## src/rtl/score_pkg.sv

```systemverilog
// Shared types and constants for the score tracker.
//   bcd_digit_t / bcd_score_t : one BCD digit / four-digit BCD score
//   state_t                   : tracker FSM state (RUN, HOLD, OVER)
//   SCORE_MAX, BCD_DIGIT_MAX  : saturation value and per-digit limit
//   bcd_gt()                  : digit-wise greater-than, MSD first
package score_pkg;

  typedef logic [3:0]       bcd_digit_t;
  typedef bcd_digit_t [3:0] bcd_score_t;

  typedef enum logic [1:0] {
    ST_RUN  = 2'd0,
    ST_HOLD = 2'd1,
    ST_OVER = 2'd2
  } state_t;

  localparam bcd_score_t SCORE_MAX     = 16'h9999;
  localparam bcd_digit_t BCD_DIGIT_MAX = 4'd9;

  // First differing digit from the MSD decides the comparison.
  function automatic logic bcd_gt(input bcd_score_t a, input bcd_score_t b);
    logic gt, decided;
    gt      = 1'b0;
    decided = 1'b0;
    for (int i = 3; i >= 0; i--) begin
      if (!decided && (a[i] != b[i])) begin
        gt      = (a[i] > b[i]);
        decided = 1'b1;
      end
    end
    return gt;
  endfunction

endpackage

```

## src/rtl/score_tracker_if.sv

```systemverilog
// Signal bundle for score_tracker.
//   inputs : i_v_sync (async frame strobe), i_scored, i_is_finished,
//            i_is_dead (async levels), i_restart (sync one-cycle pulse)
//   outputs: o_score_bcd, o_best_bcd, o_score_event, o_state
// master = stimulus side, slave = tracker side.
interface score_tracker_if;
  logic        i_v_sync;
  logic        i_scored;
  logic        i_is_finished;
  logic        i_is_dead;
  logic        i_restart;
  logic [15:0] o_score_bcd;
  logic [15:0] o_best_bcd;
  logic        o_score_event;
  logic [1:0]  o_state;

  modport master (
    output i_v_sync, i_scored, i_is_finished, i_is_dead, i_restart,
    input  o_score_bcd, o_best_bcd, o_score_event, o_state
  );

  modport slave (
    input  i_v_sync, i_scored, i_is_finished, i_is_dead, i_restart,
    output o_score_bcd, o_best_bcd, o_score_event, o_state
  );
endinterface

```

## src/rtl/bcd_digit_add.sv

```systemverilog
// One BCD digit adder: sum = a + b + cin, wrapped into 0..9 with cout.
//   a, b : input BCD digits; cin : carry in
//   sum  : result digit;     cout: carry out to the next digit
module bcd_digit_add
  import score_pkg::*;
(
  input  bcd_digit_t a,
  input  bcd_digit_t b,
  input  logic       cin,
  output bcd_digit_t sum,
  output logic       cout
);
  logic [4:0] raw;
  logic [4:0] adj;

  always_comb begin
    raw  = {1'b0, a} + {1'b0, b} + {4'b0, cin};
    adj  = raw - 5'd10;
    cout = (raw > {1'b0, BCD_DIGIT_MAX});
    sum  = cout ? adj[3:0] : raw[3:0];
  end
endmodule

```

## src/rtl/score_tracker.sv

```systemverilog
// Coin score tracker: credits at most one coin per video frame, BCD score
// with saturation at 9999, game-over freeze and restart.
//   i_clk, i_rst : clock, synchronous active-high reset
//   bus          : score_tracker_if.slave (inputs/outputs listed there)
// Optional feature: define SCORE_TRACKER_BEST_EN to build the best-score
// register; otherwise o_best_bcd is tied to 0000.
module score_tracker
  import score_pkg::*;
#(
  parameter int SYNC_STAGES     = 2,
  parameter int POINTS_PER_COIN = 1
) (
  input logic           i_clk,
  input logic           i_rst,
  score_tracker_if.slave bus
);
  localparam bcd_digit_t ADDEND0 = bcd_digit_t'(POINTS_PER_COIN);

  // Synchronisers and edge history
  logic [SYNC_STAGES-1:0] vs_sync, sc_sync, fin_sync, dead_sync;
  logic vs_d, sc_d;

  always_ff @(posedge i_clk) begin
    if (i_rst) begin
      vs_sync   <= '0;
      sc_sync   <= '0;
      fin_sync  <= '0;
      dead_sync <= '0;
      vs_d      <= 1'b0;
      sc_d      <= 1'b0;
    end else begin
      vs_sync   <= {vs_sync[SYNC_STAGES-2:0],   bus.i_v_sync};
      sc_sync   <= {sc_sync[SYNC_STAGES-2:0],   bus.i_scored};
      fin_sync  <= {fin_sync[SYNC_STAGES-2:0],  bus.i_is_finished};
      dead_sync <= {dead_sync[SYNC_STAGES-2:0], bus.i_is_dead};
      vs_d      <= vs_sync[SYNC_STAGES-1];
      sc_d      <= sc_sync[SYNC_STAGES-1];
    end
  end

  logic frame_start, coin_edge, game_end;
  assign frame_start = vs_sync[SYNC_STAGES-1] & ~vs_d;
  assign coin_edge   = sc_sync[SYNC_STAGES-1] & ~sc_d;
  assign game_end    = fin_sync[SYNC_STAGES-1] | dead_sync[SYNC_STAGES-1];

  // Ripple BCD adder; carry out of the MSD means the sum passed 9999
  state_t     state_q, state_d;
  bcd_score_t score_q, score_d, sum_bcd, addend, credited;
  logic [4:0] carry;
  logic       event_q, credit;

  assign addend   = {12'h000, ADDEND0};
  assign carry[0] = 1'b0;

  for (genvar g = 0; g < 4; g++) begin : g_dig
    bcd_digit_add u_dig (
      .a   (score_q[g]),
      .b   (addend[g]),
      .cin (carry[g]),
      .sum (sum_bcd[g]),
      .cout(carry[g+1])
    );
  end

  assign credited = carry[4] ? SCORE_MAX : sum_bcd;

  // Restart beats game end and coin; game end beats coin.
  always_comb begin
    state_d = state_q;
    score_d = score_q;
    credit  = 1'b0;
    unique case (state_q)
      ST_RUN: begin
        if (bus.i_restart) begin
          score_d = '0;
          state_d = ST_RUN;
        end else if (game_end) begin
          state_d = ST_OVER;
        end else if (coin_edge) begin
          score_d = credited;
          credit  = 1'b1;
          state_d = ST_HOLD;
        end
      end
      ST_HOLD: begin
        if (bus.i_restart) begin
          score_d = '0;
          state_d = ST_RUN;
        end else if (game_end) begin
          state_d = ST_OVER;
        end else if (frame_start) begin
          state_d = ST_RUN;
        end
      end
      ST_OVER: begin
        if (bus.i_restart) begin
          score_d = '0;
          state_d = ST_RUN;
        end
      end
      default: state_d = ST_RUN;
    endcase
  end

  always_ff @(posedge i_clk) begin
    if (i_rst) begin
      state_q <= ST_RUN;
      score_q <= '0;
      event_q <= 1'b0;
    end else begin
      state_q <= state_d;
      score_q <= score_d;
      event_q <= credit;
    end
  end

`ifdef SCORE_TRACKER_BEST_EN
  bcd_score_t best_q;
  always_ff @(posedge i_clk) begin
    if (i_rst)
      best_q <= '0;
    else if (state_q != ST_OVER && state_d == ST_OVER && bcd_gt(score_q, best_q))
      best_q <= score_q;
  end
  assign bus.o_best_bcd = best_q;
`else
  assign bus.o_best_bcd = '0;
`endif

  assign bus.o_score_bcd   = score_q;
  assign bus.o_score_event = event_q;
  assign bus.o_state       = state_q;
endmodule
```

## src/flat_wrapper.sv

```systemverilog
// flat-port wrapper written by rule: the top's interface ports become plain ports
module score_tracker_flat import score_pkg::*;
#(
  parameter int SYNC_STAGES     = 2,
  parameter int POINTS_PER_COIN = 1
)
  (i_clk, i_rst, bus_i_v_sync, bus_i_scored, bus_i_is_finished, bus_i_is_dead, bus_i_restart, bus_o_score_bcd, bus_o_best_bcd, bus_o_score_event, bus_o_state);
  score_tracker_if bus_i ();
  input logic i_clk;
  input logic i_rst;
  input wire logic [$bits(bus_i.i_v_sync)-1:0] bus_i_v_sync;
  input wire logic [$bits(bus_i.i_scored)-1:0] bus_i_scored;
  input wire logic [$bits(bus_i.i_is_finished)-1:0] bus_i_is_finished;
  input wire logic [$bits(bus_i.i_is_dead)-1:0] bus_i_is_dead;
  input wire logic [$bits(bus_i.i_restart)-1:0] bus_i_restart;
  output wire logic [$bits(bus_i.o_score_bcd)-1:0] bus_o_score_bcd;
  output wire logic [$bits(bus_i.o_best_bcd)-1:0] bus_o_best_bcd;
  output wire logic [$bits(bus_i.o_score_event)-1:0] bus_o_score_event;
  output wire logic [$bits(bus_i.o_state)-1:0] bus_o_state;
  assign bus_i.i_v_sync = bus_i_v_sync;
  assign bus_i.i_scored = bus_i_scored;
  assign bus_i.i_is_finished = bus_i_is_finished;
  assign bus_i.i_is_dead = bus_i_is_dead;
  assign bus_i.i_restart = bus_i_restart;
  assign bus_o_score_bcd = bus_i.o_score_bcd;
  assign bus_o_best_bcd = bus_i.o_best_bcd;
  assign bus_o_score_event = bus_i.o_score_event;
  assign bus_o_state = bus_i.o_state;
  score_tracker #(.SYNC_STAGES(SYNC_STAGES), .POINTS_PER_COIN(POINTS_PER_COIN)) u_core (.i_clk(i_clk), .i_rst(i_rst), .bus(bus_i));
endmodule
```

## config.mk

```make
export PLATFORM = sky130hd
export DESIGN_NAME = score_tracker_flat
export DESIGN_NICKNAME = d
export VERILOG_FILES = /design/src/rtl/score_pkg.sv /design/src/rtl/score_tracker_if.sv /design/src/rtl/bcd_digit_add.sv /design/src/rtl/score_tracker.sv /design/src/flat_wrapper.sv
export SDC_FILE = /design/constraint.sdc
export NUM_CORES = 1
export LEC_CHECK = 0
export BUFFER_PORTS_ARGS = -buffer_cell sky130_fd_sc_hd__clkbuf_2
export CAP_MARGIN = 20
export CORE_MARGIN = 5
export CORE_UTILIZATION = 55
export DETAILED_ROUTE_END_ITERATION = 12
export PLACE_DENSITY = 0.78
export SYNTH_ARGS = -nofsm -noshare
export SYNTH_HDL_FRONTEND = slang
export SYNTH_SLANG_ARGS = --single-unit
```

## constraint.sdc

```tcl
create_clock -name i_clk -period 7.6 [get_ports i_clk]
set_clock_uncertainty 0.05 [all_clocks]
set_input_delay 1.52 -clock i_clk [delete_from_list [all_inputs] [get_ports i_clk]]
set_output_delay 1.52 -clock i_clk [all_outputs]
set_load 0.005 [all_outputs]
```

==> impl_metrics.env, run 1 <==
export IMPL_status="finished, final reports clean"
export IMPL_ys_warnings_count=0
export IMPL_setup_tns_ps=0
export IMPL_worst_slack_ps=1880
export IMPL_yosysSeqAreaShare_pct=30.4
export IMPL_nNetsFinal=266
export IMPL_synth_area_leaders="dfxtp_1 30%, ha_1 9.2%, buf_4 6.3%"
export IMPL_clock_path_buffers=2
export IMPL_rr_worst_depth=24
export IMPL_cts_buffers=5
export IMPL_drt_iter0_drc=121
export IMPL_layout_drive_gt1_share_pct=15.9
export IMPL_worstSkewPairLatency_ps=350
export IMPL_worstHoldPathCells=1
export IMPL_reg2reg_from="u_core.bus.o_score_bcd[0]"
export IMPL_cts_tree="built"
export IMPL_synth_cell_types=50
export IMPL_route_detailed_drc=0
export IMPL_htreeDepth=2
export IMPL_dr_pass1_iters=4
export IMPL_cts_root_buffer="clkbuf_4"
export IMPL_coreArea_um2=3340
export IMPL_fmax_mhz=175
export IMPL_die_height_um=68.9
export IMPL_rsz0062_at_grt="no"
export IMPL_hold_end="u_core.dead_sync[1]"
export IMPL_drv_cap=0
export IMPL_hold_class="flip-flop to flip-flop"
export IMPL_leakage_nw=0.842
export IMPL_start_kind="flip-flop"
export IMPL_wl_per_cell_um=12.5
export IMPL_power_mw=0.267
export IMPL_netlist_area_um2=1910
export IMPL_ir_drop_mv=0.104
export IMPL_cts_setup_buffers=0
export IMPL_first_global_vias=1434
export IMPL_cts_sinks=29
export IMPL_antenna_found_initial=0
export IMPL_synth_top_area_cell="dfxtp_1"
export IMPL_finish_instance_area_um2=2020
export IMPL_finalHoldViolations=0
export IMPL_clk_pin_slew_ps=110
export IMPL_slew_headroom_pct=62.3
export IMPL_drt_wl_total_um=3660
export IMPL_synth_main_ff_cell="dfxtp_1"
export IMPL_r2r_slack_ps=1880
export IMPL_detailed_place_hpwl_um=2680
export IMPL_syn_inst=226
export IMPL_hold_ws_ps=392
export IMPL_critPathRequiredTime_ps=7800
export IMPL_ys_async_sr_fraction_pct=0
export IMPL_avgSynthCellArea_um2=8.44
export IMPL_cp_max_fo=11
export IMPL_period_needed_ps=5720
export IMPL_syn_to_final_growth_pct=6.03
export IMPL_dr_total_vias=1594
export IMPL_min_delay_start="u_core.dead_sync[0]"
export IMPL_synth_top_area_share_pct=30.4
export IMPL_place_gp_congestion=0.775
export IMPL_slew_violations=0
export IMPL_criticalPathCategory="flip-flop to flip-flop"
export IMPL_synth_seq_cells=29
export IMPL_grt_max_degree=23
export IMPL_fin_crit_sh_pct=75.3
export IMPL_synthTopCellsByCount="29 x dfxtp_1, 16 x buf_4, 14 x a21oi_1, 14 x ha_1, 13 x nand2_1"
export IMPL_diodes=0
export IMPL_grt_pass1_wl_um=6150
export IMPL_yosysMostFrequentCell="dfxtp_1"
export IMPL_place_area_um2=1970
export IMPL_worstMarginPinSlew_ps=562
export IMPL_avgViaCountPerCell=5.46
export IMPL_cp_end_kind="flip-flop"
export IMPL_start_util_pct=57.2
export IMPL_synth_edff_count=0
export IMPL_crit_arrival_ps=5920
export IMPL_overflow=0
export IMPL_final_antenna_net_count=0
export IMPL_fp_row_count=21
export IMPL_ctsHoldBuffers=0
export IMPL_grt_usage_pct=17.4
export IMPL_power_density_nw_per_um2=132
export IMPL_ctsResizeCount=0
export IMPL_die_w_um=68.9
export IMPL_place_ws_ps=1890
export IMPL_die_area_um2=4750
export IMPL_io_pins=42
export IMPL_rr_endpoint="u_core.bus.o_score_bcd[14]"
export IMPL_setup_viol=0
export IMPL_port_buffers=25
[registers in the layout, summed over array words and instances (netlist names)]
| signal | flops |
|---|---|
| u_core.bus.o_score_bcd | 16 |
| u_core.sc_d | 1 |
| u_core.sc_sync | 2 |
| u_core.bus.o_state | 2 |
| u_core.vs_d | 1 |
| u_core.fin_sync | 2 |
| u_core.dead_sync | 2 |
| u_core.bus.o_score_event | 1 |
| u_core.vs_sync | 2 |
[worst max-delay path: stages, from the launching register on]
cell and delay (ps):
dfxtp_1 370, ha_1 240, xnor2_1 390, ha_1 230, nand2b_1 50, a21o_1 190
a32oi_2 230, ha_1 250, ha_1 300, inv_1 200, a21oi_1 90, o21ai_0 150
a31oi_1 60, ha_1 240, ha_1 410, inv_1 170, a21oi_1 170, o22ai_1 90
a31oi_1 160, ha_1 210, ha_1 240, and3b_1 230, nor3_2 500, nor4b_1 120
a211o_1 280
[how the worst max path moves through the flow]
| stage | start | endpoint | depth (start not counted) | slack, ps |
|---|---|---|---|---|
| floorplan | u_core.bus.o_score_bcd[0] | u_core.bus.o_score_bcd[14] | 27 | 2390 |
| global placement | u_core.bus.o_score_bcd[0] | u_core.bus.o_score_bcd[14] | 25 | 2020 |
| detailed placement | u_core.bus.o_score_bcd[0] | u_core.bus.o_score_bcd[14] | 24 | 1890 |
| CTS | u_core.bus.o_score_bcd[0] | u_core.bus.o_score_bcd[1] | 24 | 1860 |
| global route | u_core.bus.o_score_bcd[0] | u_core.bus.o_score_bcd[6] | 24 | 1250 |
| finish | u_core.bus.o_score_bcd[0] | u_core.bus.o_score_bcd[14] | 24 | 1880 |
[power breakdown]
part           switching (mW)  internal, mW  leakage, nW  total, mW
logic                  0.0133       0.00794        0.575     0.0212
clock network          0.0544        0.0351       0.0320     0.0895
registers             0.00158         0.155        0.236      0.156
total                  0.0692         0.198        0.842      0.267
[routing by layer]
metal  global-route usage (%)  vias up  wire length [µm]
li1                         -      819                 -
met1                     20.9      732              1650
met2                     28.1       36              1750
met3                     4.38        7               185
met4                     9.49        0                74
met5                        0        -                 0
[per-stage QoR]
step                utilization, %  cells
finish                        60.6    292
global route                  60.6    292
CTS                           60.6    292
detailed placement            59.1    284
global placement              59.1    284
floorplan                        -    241
[placed cells by master, fill, tap and decap left out, drive strengths merged, types with 3 or more instances in the layout]
cell type	synthesis	routed
clkbuf	8	31
dfxtp	29	29
conb	1	16
a21oi	14	14
ha	14	14
nand2	13	13
nor2b	13	13
nor2	12	12
o21ai	11	11
inv	9	9
nand3	8	8
nor3	8	8
nand2b	7	7
xnor2	6	6
a31oi	5	5
a22o	5	5
o21a	4	4
a21o	3	3
nor4b	3	3
o2bb2ai	3	3
[kinds of logic after synthesis]
group	after synthesis	synth area share, %
AO/OA/AOI/OAI	63	23.1
XOR/XNOR	7	3.21
adder cells (fa/ha/maj)	14	9.18
buffers and inverters	37	11.0
flip-flops	29	30.4
multiplexers	1	0.590
other	1	0.197
AND/OR/NAND/NOR	74	22.4
[layout make-up]
cell class / count / area [µm²]
clock buffers: 6 / 41.3
clock inverters: 2 / 10.0
fillers: 312 / 1310
inverters: 9 / 33.8
multi-input cells: 175 / 1170
flip-flops and latches: 29 / 581
well taps: 46 / 57.6
repair buffers: 25 / 125
Power figures use the tool's default switching activity.
==> run 2, diff against run 1 <==
--- a/config.mk
+++ b/config.mk
@@ -8,9 +8,9 @@
 export BUFFER_PORTS_ARGS = -buffer_cell sky130_fd_sc_hd__clkbuf_2
 export CAP_MARGIN = 20
 export CORE_MARGIN = 5
-export CORE_UTILIZATION = 55
+export CORE_UTILIZATION = 54
 export DETAILED_ROUTE_END_ITERATION = 12
-export PLACE_DENSITY = 0.78
+export PLACE_DENSITY = 0.76
 export SYNTH_ARGS = -nofsm -noshare
 export SYNTH_HDL_FRONTEND = slang
 export SYNTH_SLANG_ARGS = --single-unit
==> constraint.sdc (replaced) <==
create_clock -name i_clk -period 5.9 [get_ports i_clk]
set_clock_uncertainty 0.05 [all_clocks]
set_input_delay 1.18 -clock i_clk [delete_from_list [all_inputs] [get_ports i_clk]]
set_output_delay 1.18 -clock i_clk [all_outputs]
set_load 0.005 [all_outputs]
==> run 2 against run 1 <==
  * Register-to-register slack got worse by 1500 ps
  * Via count rose by 1.5%
  * Sequential share of layout area decreased by 0.53 points
  * Combinational power grew 30%
  * Sequential cell count is the same
  * Clock-buffer cell count increased by 1
  * Critical path depth grew 3
  * Global-route usage fell by 2.1 points
  * Highest routed layer unchanged
==> impl_metrics.env, run 2 (synthesis results as in run 1) <==
export IMPL_cts_tree="built"
export IMPL_finalHoldViolations=0
export IMPL_cp_end_kind="flip-flop"
export IMPL_slowest_delay_ps=430
export IMPL_drt_iter0_drc=136
export IMPL_grt_pass1_wl_um=6200
export IMPL_drv_cap=0
export IMPL_io_pins=42
export IMPL_setup_tns_ps=0
export IMPL_grt_max_degree=23
export IMPL_antenna_found_initial=0
export IMPL_drt_wl_total_um=3640
export IMPL_syn_to_final_growth_pct=8.26
export IMPL_grt_usage_pct=15.2
export IMPL_cts_root_buffer="clkbuf_4"
export IMPL_fin_crit_sh_pct=92.9
export IMPL_die_height_um=69.4
export IMPL_largest_reg_flops=16
export IMPL_first_global_vias=1417
export IMPL_wl_per_cell_um=12.4
export IMPL_cts_setup_buffers=0
export IMPL_final_cell_mix="28 x dfxtp_1, 25 x clkbuf_2, 16 x conb_1"
export IMPL_die_w_um=69.4
export IMPL_leakage_nw=0.849
export IMPL_ctsHoldBuffers=0
export IMPL_detailed_place_hpwl_um=2660
export IMPL_power_mw=0.366
export IMPL_slew_violations=0
export IMPL_cts_sinks=29
export IMPL_crit_arrival_ps=5670
export IMPL_dr_pass1_iters=4
export IMPL_fmax_mhz=182
export IMPL_die_area_um2=4820
export IMPL_setup_viol=0
export IMPL_slew_headroom_pct=66.1
export IMPL_place_ws_ps=282
export IMPL_clk_pin_slew_ps=90
export IMPL_worstHoldPathCells=1
export IMPL_power_density_nw_per_um2=177
export IMPL_rsz0062_at_grt="no"
export IMPL_overflow=0
export IMPL_critPathRequiredTime_ps=6090
export IMPL_start_util_pct=56.3
export IMPL_rr_worst_depth=27
export IMPL_final_antenna_net_count=0
export IMPL_worstSkewPairLatency_ps=330
export IMPL_hold_class="flip-flop to flip-flop"
export IMPL_port_buffers=25
export IMPL_cp_max_fo=11
export IMPL_cts_buffers=5
export IMPL_crit_top_cell="ha_1"
export IMPL_route_detailed_drc=0
export IMPL_dr_total_vias=1618
export IMPL_nNetsFinal=267
export IMPL_avgViaCountPerCell=5.52
export IMPL_worstMarginPinSlew_ps=507
export IMPL_fp_row_count=21
export IMPL_start_kind="flip-flop"
export IMPL_coreArea_um2=3390
export IMPL_diodes=0
export IMPL_place_gp_congestion=0.867
export IMPL_ir_drop_mv=0.160
export IMPL_slowest_stage="dfxtp_1"
export IMPL_status="finished, final reports clean"
export IMPL_period_needed_ps=5480
export IMPL_final_common_cell="dfxtp_1"
export IMPL_layout_drive_gt1_share_pct=19.0
export IMPL_worst_slack_ps=418
export IMPL_clock_path_buffers=2
export IMPL_htreeDepth=2
export IMPL_criticalPathCategory="flip-flop to flip-flop"
[run 2: critical path, delay by kind of cell, from the launching register on]
| kind | cells | cell delay, ps |
|---|---|---|
| adder cells (fa/ha/maj) | 8 | 2170 |
| AO/OA/AOI/OAI | 10 | 1670 |
| buffers and inverters | 5 | 640 |
| AND/OR/NAND/NOR | 4 | 430 |
| flip-flops | 1 | 430 |
[run 2: area by class of cell]
type,instances,area [µm²]
Clock buffer,7,65.1
Clock inverter,1,5.00
Fill cell,314,1320
Inverter,9,33.8
Multi-Input combinational cell,175,1190
Sequential cell,29,582
Tap cell,46,57.6
Timing Repair Buffer,26,133
[run 2: metrics by stage]
step	hold WS [ps]	utilization (%)	cells	cell area, µm²
2_1_floorplan	364	-	241	1960
3_5_place_dp	373	58.4	285	1980
3_3_place_gp	366	58.4	285	1980
4_1_cts	395	60.5	293	2050
5_1_grt	426	60.9	293	2070
6_report	390	60.9	293	2070
[run 2: what timing repair did]
item	4_1_cts	5_1_grt
resized for setup	0	7
endpoints found under the hold margin	0	0
endpoints found under the setup margin	0	14
[run 2: per-layer routing]
metal	vias up	share of wire [%]	global-route usage [%]
met5	-	0	0
met4	0	1.3	4.56
met3	7	6.4	4.78
met2	39	46	24.0
met1	749	46	19.8
li1	823	-	-
[run 2: power by group]
group          switching (mW)  internal (mW)
clock network          0.0680         0.0689
registers             0.00198          0.199
logic                  0.0172         0.0103
[run 2: worst paths after layout]
path	start	to	slack (ps)
setup / recovery	u_core.bus.o_score_bcd[1]	u_core.bus.o_score_bcd[2]	420
hold / removal	u_core.vs_sync[0]	u_core.vs_sync[1]	390
setup reg to reg	u_core.bus.o_score_bcd[1]	u_core.bus.o_score_bcd[2]	420
hold reg to reg	u_core.vs_sync[0]	u_core.vs_sync[1]	390
